==> src/rtl/keypad_pkg.sv <==
// Shared definitions for the keypad responder: FSM states, key width and
// helpers that split a linear key index into its row and column.
package keypad_pkg;

  localparam int KEY_W = 4;

  typedef enum logic [1:0] {
    ST_IDLE,
    ST_BOUNCE,
    ST_HOLD,
    ST_GAP
  } state_e;

  function automatic int key_row(input logic [KEY_W-1:0] key, input int cols);
    return int'(key) / cols;
  endfunction

  function automatic int key_col(input logic [KEY_W-1:0] key, input int cols);
    return int'(key) % cols;
  endfunction

endpackage

==> src/rtl/keypad_cmd_fifo.sv <==
// Small command FIFO with show-ahead read data and full/empty flags.
// Storage is an array written on push; the head entry is always visible.
module keypad_cmd_fifo #(
  parameter int WIDTH = 12,
  parameter int DEPTH = 4
) (
  input  logic             clk,
  input  logic             srst,
  input  logic             wr_en,
  input  logic [WIDTH-1:0] wr_data,
  input  logic             rd_en,
  output logic [WIDTH-1:0] rd_data,
  output logic             full,
  output logic             empty
);

  localparam int PTR_W = (DEPTH > 1) ? $clog2(DEPTH) : 1;
  localparam int CNT_W = $clog2(DEPTH + 1);

  logic [WIDTH-1:0] mem_q [DEPTH];
  logic [PTR_W-1:0] wr_ptr_q, wr_ptr_d;
  logic [PTR_W-1:0] rd_ptr_q, rd_ptr_d;
  logic [CNT_W-1:0] count_q, count_d;
  logic             push;
  logic             pop;

  function automatic logic [PTR_W-1:0] next_ptr(input logic [PTR_W-1:0] p);
    return (p == PTR_W'(DEPTH - 1)) ? '0 : p + PTR_W'(1);
  endfunction

  assign full    = (count_q == CNT_W'(DEPTH));
  assign empty   = (count_q == '0);
  assign push    = wr_en && !full;
  assign pop     = rd_en && !empty;
  assign rd_data = mem_q[rd_ptr_q];

  always_comb begin
    wr_ptr_d = wr_ptr_q;
    rd_ptr_d = rd_ptr_q;
    count_d  = count_q;
    if (push) wr_ptr_d = next_ptr(wr_ptr_q);
    if (pop)  rd_ptr_d = next_ptr(rd_ptr_q);
    case ({push, pop})
      2'b10:   count_d = count_q + CNT_W'(1);
      2'b01:   count_d = count_q - CNT_W'(1);
      default: count_d = count_q;
    endcase
  end

  always_ff @(posedge clk) begin
    if (srst) begin
      wr_ptr_q <= '0;
      rd_ptr_q <= '0;
      count_q  <= '0;
    end else begin
      wr_ptr_q <= wr_ptr_d;
      rd_ptr_q <= rd_ptr_d;
      count_q  <= count_d;
    end
  end

  always_ff @(posedge clk) begin
    if (push) mem_q[wr_ptr_q] <= wr_data;
  end

endmodule

==> src/rtl/keypad_responder.sv <==
// Emulates a matrix keypad: queued press commands are replayed as a bounce,
// a stable hold and a release gap, answering the scanner's column drive on rows.
module keypad_responder
  import keypad_pkg::*;
#(
  parameter int Rows       = 4,
  parameter int Columns    = 4,
  parameter int HOLD_W     = 8,
  parameter int BOUNCE_CYC = 3,
  parameter int GAP_CYC    = 4,
  parameter int FIFO_DEPTH = 4
) (
  input  logic               clk,
  input  logic               reset,
  input  logic               cmd_valid,
  output logic               cmd_ready,
  input  logic [KEY_W-1:0]   cmd_key,
  input  logic [HOLD_W-1:0]  cmd_hold,
  input  logic [Columns-1:0] columns,
  output logic [Rows-1:0]    rows,
  output logic               busy,
  output logic               done
);

  localparam int CMD_W   = KEY_W + HOLD_W;
  localparam int CNT_MAX = (2**HOLD_W > BOUNCE_CYC) ?
                           ((2**HOLD_W > GAP_CYC) ? 2**HOLD_W : GAP_CYC) :
                           ((BOUNCE_CYC > GAP_CYC) ? BOUNCE_CYC : GAP_CYC);
  localparam int CNT_W   = $clog2(CNT_MAX + 1);

  state_e              state_q, state_d;
  logic [CNT_W-1:0]    cnt_q, cnt_d;
  logic                pressed_q, pressed_d;
  logic                done_q, done_d;
  logic [KEY_W-1:0]    key_q, key_d;
  logic [HOLD_W-1:0]   hold_q, hold_d;
  logic [CNT_W-1:0]    hold_last;
  logic                fifo_pop;
  logic                fifo_full;
  logic                fifo_empty;
  logic [CMD_W-1:0]    fifo_head;
  logic [Columns-1:0]  col_hit;
  logic                col_low;
  int                  row_idx;
  int                  col_idx;

  keypad_cmd_fifo #(
    .WIDTH (CMD_W),
    .DEPTH (FIFO_DEPTH)
  ) u_fifo (
    .clk     (clk),
    .srst    (reset),
    .wr_en   (cmd_valid),
    .wr_data ({cmd_key, cmd_hold}),
    .rd_en   (fifo_pop),
    .rd_data (fifo_head),
    .full    (fifo_full),
    .empty   (fifo_empty)
  );

  // A zero hold length still produces one stable cycle.
  assign hold_last = (hold_q == '0) ? '0 : CNT_W'(hold_q) - CNT_W'(1);

  always_comb begin
    state_d   = state_q;
    cnt_d     = cnt_q;
    pressed_d = pressed_q;
    done_d    = 1'b0;
    key_d     = key_q;
    hold_d    = hold_q;
    fifo_pop  = 1'b0;
    case (state_q)
      ST_IDLE: begin
        if (!fifo_empty) begin
          fifo_pop  = 1'b1;
          key_d     = fifo_head[CMD_W-1 -: KEY_W];
          hold_d    = fifo_head[HOLD_W-1:0];
          cnt_d     = '0;
          pressed_d = 1'b1;
          state_d   = ST_BOUNCE;
        end
      end
      ST_BOUNCE: begin
        if (cnt_q == CNT_W'(BOUNCE_CYC - 1)) begin
          cnt_d     = '0;
          pressed_d = 1'b1;
          state_d   = ST_HOLD;
        end else begin
          cnt_d     = cnt_q + CNT_W'(1);
          pressed_d = ~pressed_q;
        end
      end
      ST_HOLD: begin
        if (cnt_q == hold_last) begin
          cnt_d     = '0;
          pressed_d = 1'b0;
          state_d   = ST_GAP;
        end else begin
          cnt_d = cnt_q + CNT_W'(1);
        end
      end
      ST_GAP: begin
        if (cnt_q == CNT_W'(GAP_CYC - 1)) begin
          cnt_d   = '0;
          done_d  = 1'b1;
          state_d = ST_IDLE;
        end else begin
          cnt_d = cnt_q + CNT_W'(1);
        end
      end
      default: state_d = ST_IDLE;
    endcase
  end

  always_ff @(posedge clk) begin
    if (reset) begin
      state_q   <= ST_IDLE;
      cnt_q     <= '0;
      pressed_q <= 1'b0;
      done_q    <= 1'b0;
      key_q     <= '0;
      hold_q    <= '0;
    end else begin
      state_q   <= state_d;
      cnt_q     <= cnt_d;
      pressed_q <= pressed_d;
      done_q    <= done_d;
      key_q     <= key_d;
      hold_q    <= hold_d;
    end
  end

  always_comb begin
    row_idx = key_row(key_q, Columns);
    col_idx = key_col(key_q, Columns);
  end

  // Only the latched key's own column matters; other low columns are ignored.
  for (genvar gi = 0; gi < Columns; gi++) begin : g_col
    assign col_hit[gi] = (col_idx == gi) && !columns[gi];
  end
  assign col_low = |col_hit;

  for (genvar gi = 0; gi < Rows; gi++) begin : g_row
    assign rows[gi] = ~(pressed_q && col_low && (row_idx == gi));
  end

  assign cmd_ready = !fifo_full;
  assign busy      = (state_q != ST_IDLE) || !fifo_empty;
  assign done      = done_q;

endmodule

==> config.mk <==
export PLATFORM = sky130hd
export DESIGN_NAME = keypad_responder
export DESIGN_NICKNAME = d
export VERILOG_FILES = /design/src/rtl/keypad_pkg.sv /design/src/rtl/keypad_cmd_fifo.sv /design/src/rtl/keypad_responder.sv
export SDC_FILE = /design/constraint.sdc
export NUM_CORES = 1
export LEC_CHECK = 0
export BUFFER_PORTS_ARGS = -buffer_cell sky130_fd_sc_hd__buf_2
export CORE_MARGIN = 1
export CORE_UTILIZATION = 30
export CTS_CLUSTER_DIAMETER = 200
export CTS_CLUSTER_SIZE = 24
export DETAILED_ROUTE_END_ITERATION = 8
export GPL_TIMING_DRIVEN = 0
export SLEW_MARGIN = 40
export SYNTH_ARGS = -nofsm -noshare
export SYNTH_HDL_FRONTEND = slang
export SYNTH_SLANG_ARGS = --single-unit
==> constraint.sdc <==
create_clock -name clk -period 3.3 [get_ports clk]
set_input_delay 0.495 -clock clk [delete_from_list [all_inputs] [get_ports clk]]
set_output_delay 0.495 -clock clk [all_outputs]
set_load 0.02 [all_outputs]
# Yosys cells after proc, flatten, opt, wreduce, memory -nomap -nowiden
# Memories as Yosys holds them, arrays and structs flattened. A register that Yosys moved wholly into a read port is not among the register bits.
# Index checks and enable logic that the tools add are counted.
# W data, S select, Z words.
[op_classes]
n_addsub = 6
n_eq_ne = 21
n_mux = 23
n_bitwise = 7
reduce_logical = 31
[op_table]
columns = ["operator", "count"]
rows = [
  ["$logic_not A32 Y1", 2],
  ["$mux W9", 5],
  ["$pmux W9 S4", 1],
  ["$eq A2 B2 Y1 const B", 9],
  ["$eq A9 B2 Y1 const B", 2],
  ["$mux W2", 6],
  ["$logic_and A1 B1 Y1", 11],
  ["$add A9 B1 Y9 const B", 1],
  ["$eq A9 B9 Y1", 1],
  ["$sub A8 B1 Y9 const B", 1],
  ["$eq A2 B1 Y1 const B", 4],
  ["$logic_not A8 Y1", 1],
  ["$mux W1", 8],
  ["$ne A2 B2 Y1 const B", 4],
  ["$pmux W2 S4", 1],
  ["$not A1 Y1", 7],
  ["$logic_not A1 Y1", 6],
  ["$pmux W3 S2", 1],
  ["$add A2 B1 Y2 const B", 2],
  ["$reduce_and A4 Y1", 1],
  ["$reduce_bool A2 Y1", 2],
  ["$reduce_or A4 Y1", 1],
  ["$add A3 B1 Y3 const B", 1],
  ["$eq A3 B3 Y1 const B", 1],
  ["other kinds (9)", 9],
]
[word_totals]
ff_bits = 20
ram_bits = 48
output_inout_bits = 7
elab_cells = 96
memories = 1
[mem_list]
columns = ["name", "depth", "width", "rd", "rd_clocked_by_memory_dff", "wr", "line_no", "rtl"]
rows = [
  ["u_fifo.mem_q", 4, 12, 1, 1, 1, "keypad_cmd_fifo.sv:20", "logic [WIDTH-1:0] mem_q [DEPTH];"],
]

# Logic depth before layout (Yosys ltp)
[depth]
word_depth = 6
mapped_depth = 12
depth_no_buf = 10

# Modules after synthesis
# A second synthesis with hierarchy kept.
[hier_totals]
cells_unflattened = 322
hier_area_um2 = 3862.5
[modules_own_cells]
columns = ["mod", "instances", "cells_per_inst", "area_per_inst_um2", "seq_area_each_um2"]
rows = [
  ["keypad_cmd_fifo", 1, 116, 2220.9, 1621.6],
  ["keypad_responder", 1, 206, 1641.6, 500.5],
]

# Worst setup path after synthesis
# Ideal clock, no wire load.
[synth_path]
kind = "flip-flop to flip-flop"
startpoint = "reg hold_q[0]"
endpoint = "reg cnt_q[8]"
setup_time_ps = 117
t_arrival_ps = 2358
required_ps = 3183
setup_slack_ps = 825
path_stages_with_launch = 12
path_buffers = 1
synth_period_minus_slack_ps = 2475
cell_sequence = "dfxtp_1 > inv_1 > ha_1 > buf_2 > nor3b_1 > xor2_1 > o21a_1 > o311a_1 > nor4b_4 > o32a_4 > nor2_1 > a22o_1"
[synth_via]
elab_chain_cells = 5
elab_cells_between_ends = 6
cone_classes = "add/sub: 1; eq/ne: 1; mux: 3; reduce/logical: 1"
[synth_lines]
columns = ["element", "line_no", "rtl"]
rows = [
  ["start, declared", "keypad_responder.sv:36", "logic [HOLD_W-1:0] hold_q, hold_d;"],
  ["start signal, assigned", "keypad_responder.sv:129", "hold_q <= hold_d;"],
  ["$sub A8 B1 Y9 / $logic_not A8 Y1 (equally long branches)", "keypad_responder.sv:62", "assign hold_last = (hold_q == '0) ? '0 : CNT_W'(hold_q) - CNT_W'(1);"],
  ["$mux W9 (*)", "keypad_responder.sv:62", ""],
  ["$eq A9 B9 Y1 (*)", "keypad_responder.sv:94", "if (cnt_q == hold_last) begin"],
  ["$mux W9 (*)", "keypad_responder.sv:94", ""],
  ["$pmux W9 S4 (*)", "keypad_responder.sv:72", "case (state_q)"],
  ["end signal, assigned", "keypad_responder.sv:125", "cnt_q <= cnt_d;"],
  ["end, declared", "keypad_responder.sv:32", "logic [CNT_W-1:0] cnt_q, cnt_d;"],
]
# Every way passes the cells marked *; elsewhere a longest branch is shown, timed or not.
# A chain may end at the register's enable or synchronous reset.

# Worst setup path after layout
# Same ends and word-level chain as after synthesis.

==> results.cfg <==
[logic_synthesis]
yosys-top-cells-count = edfxtp_1 (48), nand2_1 (41), dfxtp_1 (32)
synth_seq_cells = 80
synth-async-reset-ratio = 0
yosysTopAreaCellShare = 0.372
ys_warn_count = 0
synthTopCellsByArea = edfxtp_1 (37%), dfxtp_1 (17%), mux4_2 (7.6%)
netlist_area_mm2 = 0.00387
synth-seq-area-share = 0.538
synth_top_cell_by_area = edfxtp_1
syn_nets = 362
yosysUniqueCellTypes = 56
ys.flop_type = edfxtp_1
syn_avg_cell_area_um2 = 11.9
yosysMostFrequentCell = edfxtp_1
synth_edf_count = 48
syn_inst = 326

[timing]
min_period_ps = 2830
drv_slew = 0
fmaxAchievable_mhz = 354
hold_viol = 0
slew_headroom = 0.560
clock_skew_ps = 4.55
rsz0062_at_grt = no
holdWs_ps = 366
worst_pin_slew_ps = 660
final.setup.tns_ps = 0
setup-violations-final = 0
timing.final.crit_share = 0.857

[hold_path]
hold_depth = 1
hold_class = input port to flop
min_to = u_fifo.mem_q[1][5]$_DFFE_PP_
hp-start = cmd_hold[5]

[clocking]
cts_setup_buffers = 0
cts_tree = done
clock-root-buffer = clkbuf_16
cts_sinks = 80
clk_pin_slew_ps = 60
htreeDepth = 3
insertion_delay_ps = 330
clk_path_buf_depth = 2
numCtsBuffers = 9
hold_buffers = 0
cts_resized = 0

[layout]
drive_gt1_frac = 0.185
syn_to_final_growth_pct = 15.7
post-route-util = 0.355
num-fill-cells = 1296
fin_cells = 539
num_antenna_cells = 0
final_nets = 398

[global_route]
antenna_found_initial = 0
grt_max_degree = 15
groute.usage.overall = 0.123
grt_overflow = 0
grt_pass1_vias = 2534
grt_pass1_wl_mm = 12.3

[route]
antenna_left = 0
routedWlPerCell_um = 13.8
route.vias.total = 2539
drc = 0
first_pass_iters = 4
drt_iter0_drc = 103
vias_per_cell = 4.71
routed_wl_mm = 7.42

[worst_setup_path]
crit_fanout = 7
reg2reg_slack_ps = 470
r2r_start = hold_q[0]$_SDFFE_PP0P_
r2r_cells = 10
crit_required_ps = 3520
endpoint_kind = flop
arrival_ps = 3050
worstReg2RegEnd = cnt_q[8]$_SDFFE_PP0P_
worstSetupPathType = flop to flop
critPathLaunchType = flop

[power_and_ir_drop]
max-vdd-ir-drop_uv = 568
powerDensity_mw_per_mm2 = 929
finalPower_mw = 4.16
p_leak_nw = 1.61

[place]
place_inst = 523
io_buffers = 25
dpl.hpwl_mm = 5.25
finalWeightedCongestion = 0.768

[die]
die_width_um = 116
core_area_mm2 = 0.0126
dieArea_mm2 = 0.0134
die_height_um = 116
start_util = 0.307
io_pins = 26
rows = 41

[outcome]
status = complete, no violations

[job]
maxCapViolCount = 0
-- layer usage --
| layer | vias to the layer above | GRT usage | share of wire |
|---|---|---|---|
| met5 | - | 0 | 0 |
| met2 | 49 | 0.208 | 0.49 |
| met1 | 1215 | 0.149 | 0.46 |
| met4 | 0 | 0.0442 | 0.014 |
| met3 | 9 | 0.0356 | 0.041 |
| li1 | 1266 | - | - |
-- area by class of cell --
cell class	instances	area (µm²)	area share
buffer	17	76.3	0.0170
clock inverter	5	33.8	0.00754
multi-input combinational	213	1650	0.369
inverter	16	60.1	0.0134
tap	172	215	0.0481
sequential	80	2080	0.465
clock buffer	11	233	0.0520
timing repair buffer	25	125	0.0279
-- where the power goes --
part           switching, mW  internal (mW)  total [mW]
registers              0.142           1.25        1.39
clock network          0.395          0.510       0.905
logic                   1.04          0.827        1.87
total                   1.58           2.58        4.16
-- worst max path at each step --
stage | startpoint | to | slack [ps] | cells after the start
finish | hold_q[0]$_SDFFE_PP0P_ | cnt_q[8]$_SDFFE_PP0P_ | 470 | 10
global route | state_q[0]$_SDFFE_PP0P_ | u_fifo.count_q[2]$_SDFFE_PP0P_ | 230 | 12
CTS | state_q[0]$_SDFFE_PP0P_ | u_fifo.count_q[2]$_SDFFE_PP0P_ | 460 | 12
detailed placement | state_q[0]$_SDFFE_PP0P_ | u_fifo.count_q[2]$_SDFFE_PP0P_ | 480 | 12
global placement | hold_q[0]$_SDFFE_PP0P_ | cnt_q[8]$_SDFFE_PP0P_ | 480 | 10
floorplan | hold_q[0]$_SDFFE_PP0P_ | cnt_q[8]$_SDFFE_PP0P_ | 830 | 11
-- state kept, by name (all words and copies together), names as in the netlist --
name / cells
u_fifo.count_q: 3
done: 1
key_q: 4
cnt_q: 9
u_fifo.wr_ptr_q: 2
state_q: 2
u_fifo.mem_q: 48
u_fifo.rd_ptr_q: 2
hold_q: 8
pressed_q: 1
-- critical path, cell delays in order (launching register included) --
cell	delay, ps
dfxtp_1	360
inv_1	100
ha_1	240
nor3b_1	510
nand2_1	180
o21a_1	150
o311a_1	320
nor4b_4	290
o32a_4	260
nor2_1	80
a22o_1	220
-- cell usage in the layout, fill, tap and decap left out, types with 3 or more instances in the layout --
cell type	count
or3_1	4
and3_1	5
inv_1	16
and2_1	4
xnor2_1	5
nand2b_1	9
a21oi_1	23
mux4_2	13
clkbuf_16	9
clkbuf_1	12
a211oi_1	3
nor3b_1	5
edfxtp_1	48
nand2_1	41
ha_1	16
mux2i_1	3
dfxtp_1	32
a22o_1	4
o21ai_0	3
nor3_1	6
nand3_1	10
nor2_1	17
buf_2	28
xor2_1	6
-- cell families after synthesis --
family          count (synthesis)  synth area share
compound gates                 53            0.0963
xor+xnor                       12            0.0307
fa+ha+maj                      17            0.0569
buf+inv                        33            0.0349
flops                          80             0.538
mux                            17            0.0863
simple gates                  114             0.157
-- stage by stage --
| stage | area, µm² | setup slack [ps] |
|---|---|---|
| floorplan | 3870 | 825 |
| global placement | 4210 | 483 |
| detailed placement | 4210 | 477 |
| CTS | 4480 | 457 |
| global route | 4480 | 225 |
| finish | 4480 | 473 |
Note: power is estimated with default switching activity, not from simulation.
